===== src/rtl/pipelined_shift_unit.sv =====
// pipelined_shift_unit: SHW-stage SLL/SRL/SRA/ROR shifter, valid/ready handshake.
// Define PSU_CARRY_EN to add CARRY_OUT (last bit shifted out).
module pipelined_shift_unit #(
  parameter int WIDTH = 8,
  localparam int SHW = $clog2(WIDTH)
) (
  input  logic             CLK,
  input  logic             RESET_N,
  input  logic             IN_VALID,
  output logic             IN_READY,
  input  logic [WIDTH-1:0] INPUT,
  input  logic [SHW-1:0]   SHIFT_AMOUNT,
  input  logic [1:0]       OPCODE,
  output logic             OUT_VALID,
  input  logic             OUT_READY,
`ifdef PSU_CARRY_EN
  output logic             CARRY_OUT,
`endif
  output logic [WIDTH-1:0] OUTPUT
);

  localparam logic [1:0] OP_SLL = 2'b00;
  localparam logic [1:0] OP_SRL = 2'b01;
  localparam logic [1:0] OP_SRA = 2'b10;

  logic adv;
  logic last_v;

  assign adv      = !last_v || OUT_READY;
  assign IN_READY = adv;

  for (genvar k = 0; k < SHW; k++) begin : g_stg
    localparam int D = 1 << k;

    logic [WIDTH-1:0] src;
    logic [WIDTH-1:0] dat_d;
    logic [WIDTH-1:0] dat_q;
    logic [1:0]       sop;
    logic [1:0]       op_q;
    logic [SHW-1:0]   samt;
    logic [SHW-1:0]   amt_q;
    logic             ssgn;
    logic             sgn_q;
    logic             sv;
    logic             vld_q;
    logic             unused_meta;
`ifdef PSU_CARRY_EN
    logic             scy;
    logic             cy_d;
    logic             cy_q;
`endif

    if (k == 0) begin : g_src
      assign src  = INPUT;
      assign sop  = OPCODE;
      assign samt = SHIFT_AMOUNT;
      assign ssgn = INPUT[WIDTH-1];
      assign sv   = IN_VALID && adv;
`ifdef PSU_CARRY_EN
      assign scy  = 1'b0;
`endif
    end else begin : g_src
      assign src  = g_stg[k-1].dat_q;
      assign sop  = g_stg[k-1].op_q;
      assign samt = g_stg[k-1].amt_q;
      assign ssgn = g_stg[k-1].sgn_q;
      assign sv   = g_stg[k-1].vld_q;
`ifdef PSU_CARRY_EN
      assign scy  = g_stg[k-1].cy_q;
`endif
    end

    assign unused_meta = ^{op_q, amt_q, sgn_q};

    // conditional shift by 2^k with per-opcode fill
    always_comb begin
      dat_d = src;
      if (samt[k]) begin
        unique case (sop)
          OP_SLL:  dat_d = src << D;
          OP_SRL:  dat_d = src >> D;
          OP_SRA:  dat_d = WIDTH'({{WIDTH{ssgn}}, src} >> D);
          default: dat_d = WIDTH'({src, src} >> D);
        endcase
      end
    end

    // stage register, loads from predecessor on global advance
    always_ff @(posedge CLK or negedge RESET_N) begin
      if (!RESET_N) begin
        dat_q <= '0;
        op_q  <= '0;
        amt_q <= '0;
        sgn_q <= 1'b0;
        vld_q <= 1'b0;
      end else if (adv) begin
        dat_q <= dat_d;
        op_q  <= sop;
        amt_q <= samt;
        sgn_q <= ssgn;
        vld_q <= sv;
      end
    end

`ifdef PSU_CARRY_EN
    // carry takes the last bit this stage pushes out
    always_comb begin
      cy_d = scy;
      if (samt[k])
        cy_d = (sop == OP_SLL) ? src[WIDTH-D] : src[D-1];
    end

    // carry register, advances with the stage
    always_ff @(posedge CLK or negedge RESET_N) begin
      if (!RESET_N)
        cy_q <= 1'b0;
      else if (adv)
        cy_q <= cy_d;
    end
`endif
  end

  assign last_v    = g_stg[SHW-1].vld_q;
  assign OUT_VALID = last_v;
  assign OUTPUT    = g_stg[SHW-1].dat_q;
`ifdef PSU_CARRY_EN
  assign CARRY_OUT = last_v & g_stg[SHW-1].cy_q;
`endif

endmodule


===== config.mk =====
export PLATFORM = sky130hd
export DESIGN_NAME = pipelined_shift_unit
export DESIGN_NICKNAME = d
export VERILOG_FILES = /design/src/rtl/pipelined_shift_unit.sv
export SDC_FILE = /design/constraint.sdc
export NUM_CORES = 1
export LEC_CHECK = 0
export BUFFER_PORTS_ARGS = -buffer_cell sky130_fd_sc_hd__clkbuf_2
export CAP_MARGIN = 5
export CORE_AREA = 2 2 61 63
export CTS_BUF_LIST = sky130_fd_sc_hd__clkbuf_16
export DETAILED_ROUTE_END_ITERATION = 16
export DIE_AREA = 0 0 63 65
export PLACE_DENSITY_LB_ADDON = 0.3
export SKIP_CTS_REPAIR_TIMING = 1
export SLEW_MARGIN = 25
export SYNTH_ARGS = -nofsm -noshare
export SYNTH_HDL_FRONTEND = slang
export SYNTH_SLANG_ARGS = --single-unit

===== constraint.sdc =====
create_clock -name CLK -period 1.6 [get_ports CLK]
set_input_delay 0.32 -clock CLK [delete_from_list [all_inputs] [get_ports CLK]]
set_output_delay 0.32 -clock CLK [all_outputs]
set_load 0.05 [all_outputs]

==> results of run 1 <==
## per-stage QoR
| step | setup slack (ps) | hold WS, ps | total power, mW |
|---|---|---|---|
| 2_1_floorplan | 102.9 | 24.41 | 2.704 |
| 3_3_place_gp | 291.3 | 269.8 | 3.040 |
| 3_5_place_dp | 232.7 | 272.8 | 3.079 |
| 4_1_cts | 45.32 | -18.83 | 3.982 |
| 5_1_grt | 31.62 | 2.687 | 4.219 |
| 6_report | 59.21 | -30.67 | 3.943 |
## cell usage after synthesis, types with 3 or more instances
library cell	n	area, um2
nor2b_1	3	18.77
dfrtp_1	36	900.9
a31oi_1	3	18.77
mux2i_1	4	40.04
o21ai_0	35	175.2
inv_1	9	33.78
clkbuf_1	8	30.03
nor2_1	10	37.54
buf_2	8	40.04
o211a_1	10	100.1
o22ai_1	5	31.28
o21a_1	6	45.04
nand3_1	4	20.02
nand2_1	48	180.2
a211oi_1	5	37.54
a221oi_1	5	43.79
## final cells by class
class,instances,area share [%]
clock inverters,3,0.5269
well taps,48,2.810
inverters,10,1.756
repair buffers,32,8.782
flip-flops and latches,36,42.21
multi-input cells,146,38.06
clock buffers,5,5.855
## sequential cells by signal (all words and copies together), names as in the netlist
name,count
OUTPUT,8
OUT_VALID,1
g_stg.amt_q,3
g_stg.dat_q,16
g_stg.op_q,4
g_stg.sgn_q,2
g_stg.vld_q,2
## how the worst max path moves through the flow
stage / start / end / slack, ps / cells after the start
2_1_floorplan: OUT_VALID / IN_READY / 100 / 3
3_3_place_gp: OPCODE[0] / g_stg[0].dat_q[7] / 290 / 4
3_5_place_dp: OPCODE[0] / g_stg[0].dat_q[7] / 230 / 4
4_1_cts: OUT_VALID / IN_READY / 50 / 3
5_1_grt: OUT_VALID / IN_READY / 30 / 3
6_report: OUT_VALID / IN_READY / 60 / 3
## critical path, cell delays in order, from the launching register on
cell and delay, ps:
dfrtp_2 390, nor2b_2 150, inv_1 110, clkbuf_2 290
## power breakdown
part	leakage, nW	switching, mW	internal (mW)
Combinational	0.562	0.969	0.506
Sequential	0.430	0.309	1.27
Clock	0.0738	0.333	0.559
## per-layer routing
metal	wire length, um	vias up	global-route usage, %
li1	-	769	-
met1	1592	686	21.96
met2	1803	33	35.24
met3	130	7	3.125
met4	56	0	10.56
met5	0	-	0
## kinds of logic after synthesis
logic type,share of synthesized area (%)
flops,49.21
buf+inv,6.493
compound gates,25.56
simple gates,15.45
mux,2.803
xor+xnor,0.4786
==> metrics.cfg, run 1 <==
[outcome]
status = complete, but fails checks
violations = hold timing

[routing]
num_vias = 1495
drc = 0
wl_per_cell_um = 12.80
finalWirelength_mm = 3.583
firstDrtPassIters = 4
routed_via_density = 5.339
antenna_left = 0
drt-initial-drc-count = 53

[pwr]
power_density_mw_per_mm2 = 1845
p_leak_nw = 1.066
irDropWorstVdd_uv = 727.1

[synth]
synth_edf_count = 0
seq_area_frac_synth_pct = 49.21
synth_ff_type = dfrtp_1
async_reset_ff_share_pct = 100.0
synth_area_mm2 = 0.001831
synth_seq_cells = 36
postSynthCellCount = 209
synth.avg_cell_area_um2 = 8.758
synth_cell_types = 26
synth_fp_nets = 226
yosys_warnings = 0

[clock_tree]
clkLatencyLatePin_ps = 270
cts_buffers = 5
cts_max_level = 2
cts_sinks = 36
cts_tree = yes
cts-root-buf = clkbuf_16
clkTransAtPathRegs_ps = 50
clock_tree.buffer_depth = 2

[placement]
dp_cells = 272
gp_congestion = 0.8227
port_buffers = 26
dpl.hpwl_mm = 2.572
dpl_cell_area_mm2 = 0.002001

[final_layout]
multi_input_area_um2 = 813.3
final_util_pct = 61.13
final_nets = 248
area_growth_pct = 16.75
layout_common_cells = nand2_1, dfrtp_1, o21ai_0, clkbuf_2, inv_1
instances_no_fill = 280
stdcell_area_mm2 = 0.002137
drive_above_1_share_pct = 18.10
final-seq-area_um2 = 902.1
fill_cells = 323
final_common_cell = nand2_1
num_antenna_cells = 0

[die]
fp.dieH_um = 65
initial_core_util_pct = 52.36
core_area_mm2 = 0.003496
die_x_um = 63
io_pins = 27
die_area_mm2 = 0.004095
placementRows = 22

[setup_path]
r2r-start = OUT_VALID
rrSetupSlack_ps = 390
worstSetupStartpointType = flip-flop
end_kind = output port
arrival_ps = 1220
r2r_cells = 4
critPathRequiredTime_ps = 1280
cp_max_fo = 2
r2r_end = OUTPUT[3]
critPathKind = reg2out

[worst_hold_path]
hold_path_class = in2async

[global_route]
antenna_found_initial = 0
grt_max_degree = 41
grt_pass1_vias = 1440
grt_pass1_wl_mm = 6.258
grt_overflow = 0
grt.total_usage_pct = 19.49

[timing]
post-route-period-util_pct = 96.30
hold_slack_ps = -30.67
finClkSkew_ps = 2.081
fin_tns_setup_ps = 0
hold_viol_final = 15
min_period_ps = 1541
setup_violations = 0
tightest_slew_ps = 443.0
drv_slew = 0
relSlewSlack_pct = 70.36
rsz0062_at_grt = false
fmax_ghz = 0.6490

[flow_run]
cap_viol_max_count = 0

Power figures use the tool's default switching activity.
==> run 2: changes to the inputs <==
CORE_AREA = 2 2 67 57   (was 2 2 61 63)
DIE_AREA = 0 0 69 59   (was 0 0 63 65)
==> metrics.cfg, run 2 (synthesis results as in run 1) <==
[pwr]
p_leak_nw = 1.074
p_int_mw = 2.365
pwr-share-seq_pct = 39.6
p_sw_mw = 1.659
clkPwrFrac_pct = 22.5
irDropWorstVdd_uv = 879.6
switching_share_pct = 41.22
p_comb_share_pct = 37.9
power_density_mw_per_mm2 = 1863

[timing]
fmax_ghz = 0.6832
worst_slack_ps = 136.4
tightest_slew_ps = 451.7
hold_slack_ps = -2.208
rsz0062_at_grt = false
setup_violations = 0
min_period_ps = 1464
relSlewSlack_pct = 69.89
finClkSkew_ps = 3.924
drv_slew = 0
fin_tns_setup_ps = 0
hold_viol_final = 3
post-route-period-util_pct = 91.47

[setup_path]
cp.depth = 3
crit_chain = nor2b_2, inv_1, buf_12
r2r-start = OUT_VALID
crit_family = flip-flops
cpMaxStageDelayCell = dfrtp_2
critPathBufInv = 2
critPathRequiredTime_ps = 1280
arrival_ps = 1140
rrSetupSlack_ps = 300
cp_max_fo = 3
worstSetupStartpointType = flip-flop
endpoint = IN_READY
r2r_end = OUTPUT[6]
startpoint = OUT_VALID
r2r_cells = 5
critPathKind = reg2out
cpPeakStageDelay_ps = 400
end_kind = output port

[placement]
dpl.hpwl_mm = 2.730
port_buffers = 26
gp_congestion = 0.8942
dpl_cell_area_mm2 = 0.002021
pre_cts_ws_ps = 268.4

[routing]
firstDrtPassIters = 4
wl_per_cell_um = 13.81
drt-initial-drc-count = 57
antenna_left = 0
drc = 0
routed_via_density = 5.573
num_vias = 1527
finalWirelength_mm = 3.784

[clock_tree]
clkLatencyLatePin_ps = 280
cts_buffers = 5
cts_max_level = 2
cts_sinks = 36
clock_tree.buffer_depth = 2
cts_tree = yes
clkTransAtPathRegs_ps = 50
cts-root-buf = clkbuf_16

[final_layout]
area_growth_pct = 17.98
num_antenna_cells = 0
top_register = g_stg.dat_q
largest_reg_flops = 16
drive_above_1_share_pct = 18.97
layout_common_cells = nand2_1, dfrtp_1, o21ai_0, clkbuf_2
final_common_cell = nand2_1
final_nets = 248
stdcell_area_mm2 = 0.002160

[die]
die_x_um = 69
die_area_mm2 = 0.004071
core_area_mm2 = 0.003328
fp.dieH_um = 59
initial_core_util_pct = 55.00
io_pins = 27
placementRows = 19

[global_route]
grt_overflow = 0
grt_pass1_wl_mm = 6.713
grt.total_usage_pct = 21.19
grt_pass1_vias = 1482
grt_max_degree = 41
antenna_found_initial = 0

[outcome]
status = complete, but fails checks
violations = hold timing

[flow_run]
cap_viol_max_count = 0

[worst_hold_path]
hold_path_class = in2async

[run 2: cell types whose count changed in the layout (fill, tap and decap cells not counted), sizes merged]
cell | before | now
clkinv | 1 | 3
inv | 12 | 10
buf | 6 | 7
clkbuf | 31 | 30
[run 2: layout make-up]
class | count | area (um2)
timing repair buffer | 32 | 215.2
multi-input combinational | 146 | 813.3
clock inverter | 3 | 13.76
inverter | 10 | 37.54
fill | 306 | 1169
clock buffer | 5 | 125.1
sequential | 36 | 902.1
tap | 42 | 52.55
[run 2: power by group through the flow]
| stage | sequential (mW) | clock, mW | combinational [mW] |
|---|---|---|---|
| 2_1_floorplan | 1.85 | 0 | 0.856 |
| 3_3_place_gp | 1.58 | 0 | 1.50 |
| 3_5_place_dp | 1.61 | 0 | 1.53 |
| 4_1_cts | 1.60 | 0.920 | 1.54 |
| 5_1_grt | 1.66 | 0.954 | 1.68 |
| 6_report | 1.59 | 0.904 | 1.53 |
[run 2: worst min-delay path by stage]
| stage | start | end | slack (ps) |
|---|---|---|---|
| final | RESET_N | OUTPUT[2] | -2 |
| after global routing | RESET_N | OUTPUT[2] | 20 |
| after CTS | RESET_N | OUTPUT[7] | 6 |
| after detailed placement | RESET_N | OUTPUT[7] | 300 |
| after global placement | RESET_N | OUTPUT[7] | 300 |
| after floorplan | RESET_N | OUTPUT[0] | 20 |
[run 2: worst reg2reg max path: stages (launching register included)]
cell     delay (ps)
dfrtp_2         400
nor2b_2         160
inv_1           150
buf_12          220
o21ai_0         100
o21ai_0         180
[run 2: routing by layer]
metal,global-route usage (%),vias to the layer above,wire [um]
met5,0,-,0
met4,8.683,0,68
met3,4.252,7,139
met2,37.77,33,1874
met1,25.72,716,1701
li1,-,771,-
[run 2: per-stage QoR]
stage                     total power [mW]  utilization, %  hold WS, ps  cells
after floorplan                      2.704               -        24.41    209
after detailed placement             3.140           60.71        298.4    266
final                                4.024           64.89       -2.208    274
after global routing                 4.293           64.89        19.40    274
after global placement               3.079           60.71        298.3    266
after CTS                            4.055           64.89        5.543    274
==> run 3: changes to the inputs <==
==> constraint.sdc (replaced) <==
create_clock -name CLK -period 1.6 [get_ports CLK]
set_input_delay 0.08 -clock CLK [delete_from_list [all_inputs] [get_ports CLK]]
set_output_delay 0.08 -clock CLK [all_outputs]
set_load 0.05 [all_outputs]
==> metrics.cfg, run 3 (synthesis results as in run 1) <==
[placement]
gp_congestion = 0.8905
port_buffers = 26
dpl.hpwl_mm = 2.526

[global_route]
grt_max_degree = 37
grt_pass1_wl_mm = 6.237
use_met3_pct = 6.463
grt.met1_usage_pct = 25.59
grt_overflow = 0
grt_busiest_layer = met2
antenna_found_initial = 0
grt.total_usage_pct = 19.58
grt_pass1_vias = 1350
grtUsageMet2_pct = 30.63

[clock_tree]
cts_buffers = 5
cts_max_level = 2
clkTransAtPathRegs_ps = 50
clock_tree.buffer_depth = 2
clkLatencyLatePin_ps = 280
cts_sinks = 36
cts-root-buf = clkbuf_16
cts_tree = yes

[setup_path]
r2r_cells = 3
arrival_ps = 1240
r2r_end = g_stg[1].dat_q[4]
rrSetupSlack_ps = 290
cpMaxStageDelayCell = dfrtp_2
cp_max_fo = 11
critPathRequiredTime_ps = 1520
r2r-start = g_stg[0].op_q[0]
crit_chain = nor2b_2, inv_1, buf_4, buf_12
critPathKind = reg2out
cpPeakStageDelay_ps = 340
worstSetupStartpointType = flip-flop
end_kind = output port

[pwr]
p_leak_nw = 1.069
irDropWorstVdd_uv = 916.7
pwr-share-seq_pct = 40.4
p_sw_mw = 1.632
power_density_mw_per_mm2 = 1849
p_int_mw = 2.346
switching_share_pct = 41.02
p_comb_share_pct = 37.3
clkPwrFrac_pct = 22.3

[timing]
fmax_ghz = 0.7568
hold_viol_final = 1
fin_tns_setup_ps = 0
min_period_ps = 1321
drv_slew = 0
hold_slack_ps = -0.6057
setup_violations = 0
rsz0062_at_grt = false
relSlewSlack_pct = 69.56
post-route-period-util_pct = 82.59
finClkSkew_ps = 3.247
tightest_slew_ps = 456.5

[final_layout]
num_antenna_cells = 0
area_growth_pct = 17.57
fill_cells = 294
layout_common_cells = nand2_1, dfrtp_1, o21ai_0, clkbuf_2, inv_1
final_common_cell = nand2_1
largest_reg_flops = 16
drive_above_1_share_pct = 17.32
final_nets = 247
top_register = g_stg.dat_q

[outcome]
violations = hold timing
status = complete, but fails checks

[die]
io_pins = 27
fp.dieH_um = 59
initial_core_util_pct = 55.00
placementRows = 19
die_x_um = 69
core_area_mm2 = 0.003328
die_area_mm2 = 0.004071

[routing]
num_vias = 1484
routed_via_density = 5.436
antenna_left = 0
drc = 0
drt-initial-drc-count = 117
wl_per_cell_um = 13.25
firstDrtPassIters = 4
finalWirelength_mm = 3.616

[worst_hold_path]
min_to = g_stg[0].amt_q[2]
hold_path_class = in2reg
min_from = SHIFT_AMOUNT[2]
holdPathStages = 3

[flow_run]
cap_viol_max_count = 0

-- run 3: cell types whose count changed in the layout (fill, tap and decap cells not counted) --
cell | previous run | this run
clkinv_2 | 2 | 0
dlygate4sd3_1 | 0 | 1
inv_1 | 9 | 11
buf_4 | 4 | 2
-- run 3: worst max path at each step --
stage	startpoint	end	slack, ps	cells past startpoint
after floorplan	OUT_VALID	g_stg[0].amt_q[2]	120	5
after global placement	g_stg[0].op_q[1]	g_stg[1].dat_q[4]	360	3
after detailed placement	g_stg[0].op_q[1]	g_stg[1].dat_q[4]	330	3
after CTS	OUT_VALID	IN_READY	260	4
after global routing	OUT_VALID	g_stg[0].dat_q[6]	190	5
final	OUT_VALID	IN_READY	280	4
-- run 3: per-stage QoR --
step | area (um2) | setup WS, ps | instances | util, % | power (mW)
detailed placement | 2006 | 326.4 | 264 | 60.26 | 3.098
floorplan | 1833 | 116.9 | 209 | - | 2.704
global route | 2152 | 188.8 | 273 | 64.66 | 4.237
finish | 2152 | 278.6 | 273 | 64.66 | 3.979
global placement | 2006 | 355.9 | 264 | 60.26 | 3.064
CTS | 2142 | 258.0 | 272 | 64.36 | 4.001
-- run 3: layout make-up --
cell class | instances | area (um2) | area share (%)
Multi-Input combinational cell | 146 | 813.3 | 37.79
Timing Repair Buffer | 31 | 210.2 | 9.767
Clock inverter | 3 | 11.26 | 0.5233
Clock buffer | 5 | 125.1 | 5.814
Sequential cell | 36 | 902.1 | 41.92
Inverter | 10 | 37.54 | 1.744
Tap cell | 42 | 52.55 | 2.442
-- run 3: power groups by stage --
stage	Combinational, mW	Sequential, mW	Clock (mW)
after detailed placement	1.48	1.62	0
after global placement	1.46	1.60	0
after global routing	1.63	1.67	0.941
after floorplan	0.856	1.85	0
final	1.48	1.61	0.887
after CTS	1.49	1.60	0.903
-- run 3: critical path: cells and delay by family, from the launching register on --
family,cells,cell delay (ps)
AND/OR/NAND/NOR,1,210
flip-flops,1,340
buffers and inverters,3,410
-- run 3: per-layer routing --
metal / wire length (um) / part of all wire (%)
met5: 0 / 0
met4: 72 / 2.0
met3: 183 / 5.1
met2: 1658 / 46
met1: 1702 / 47
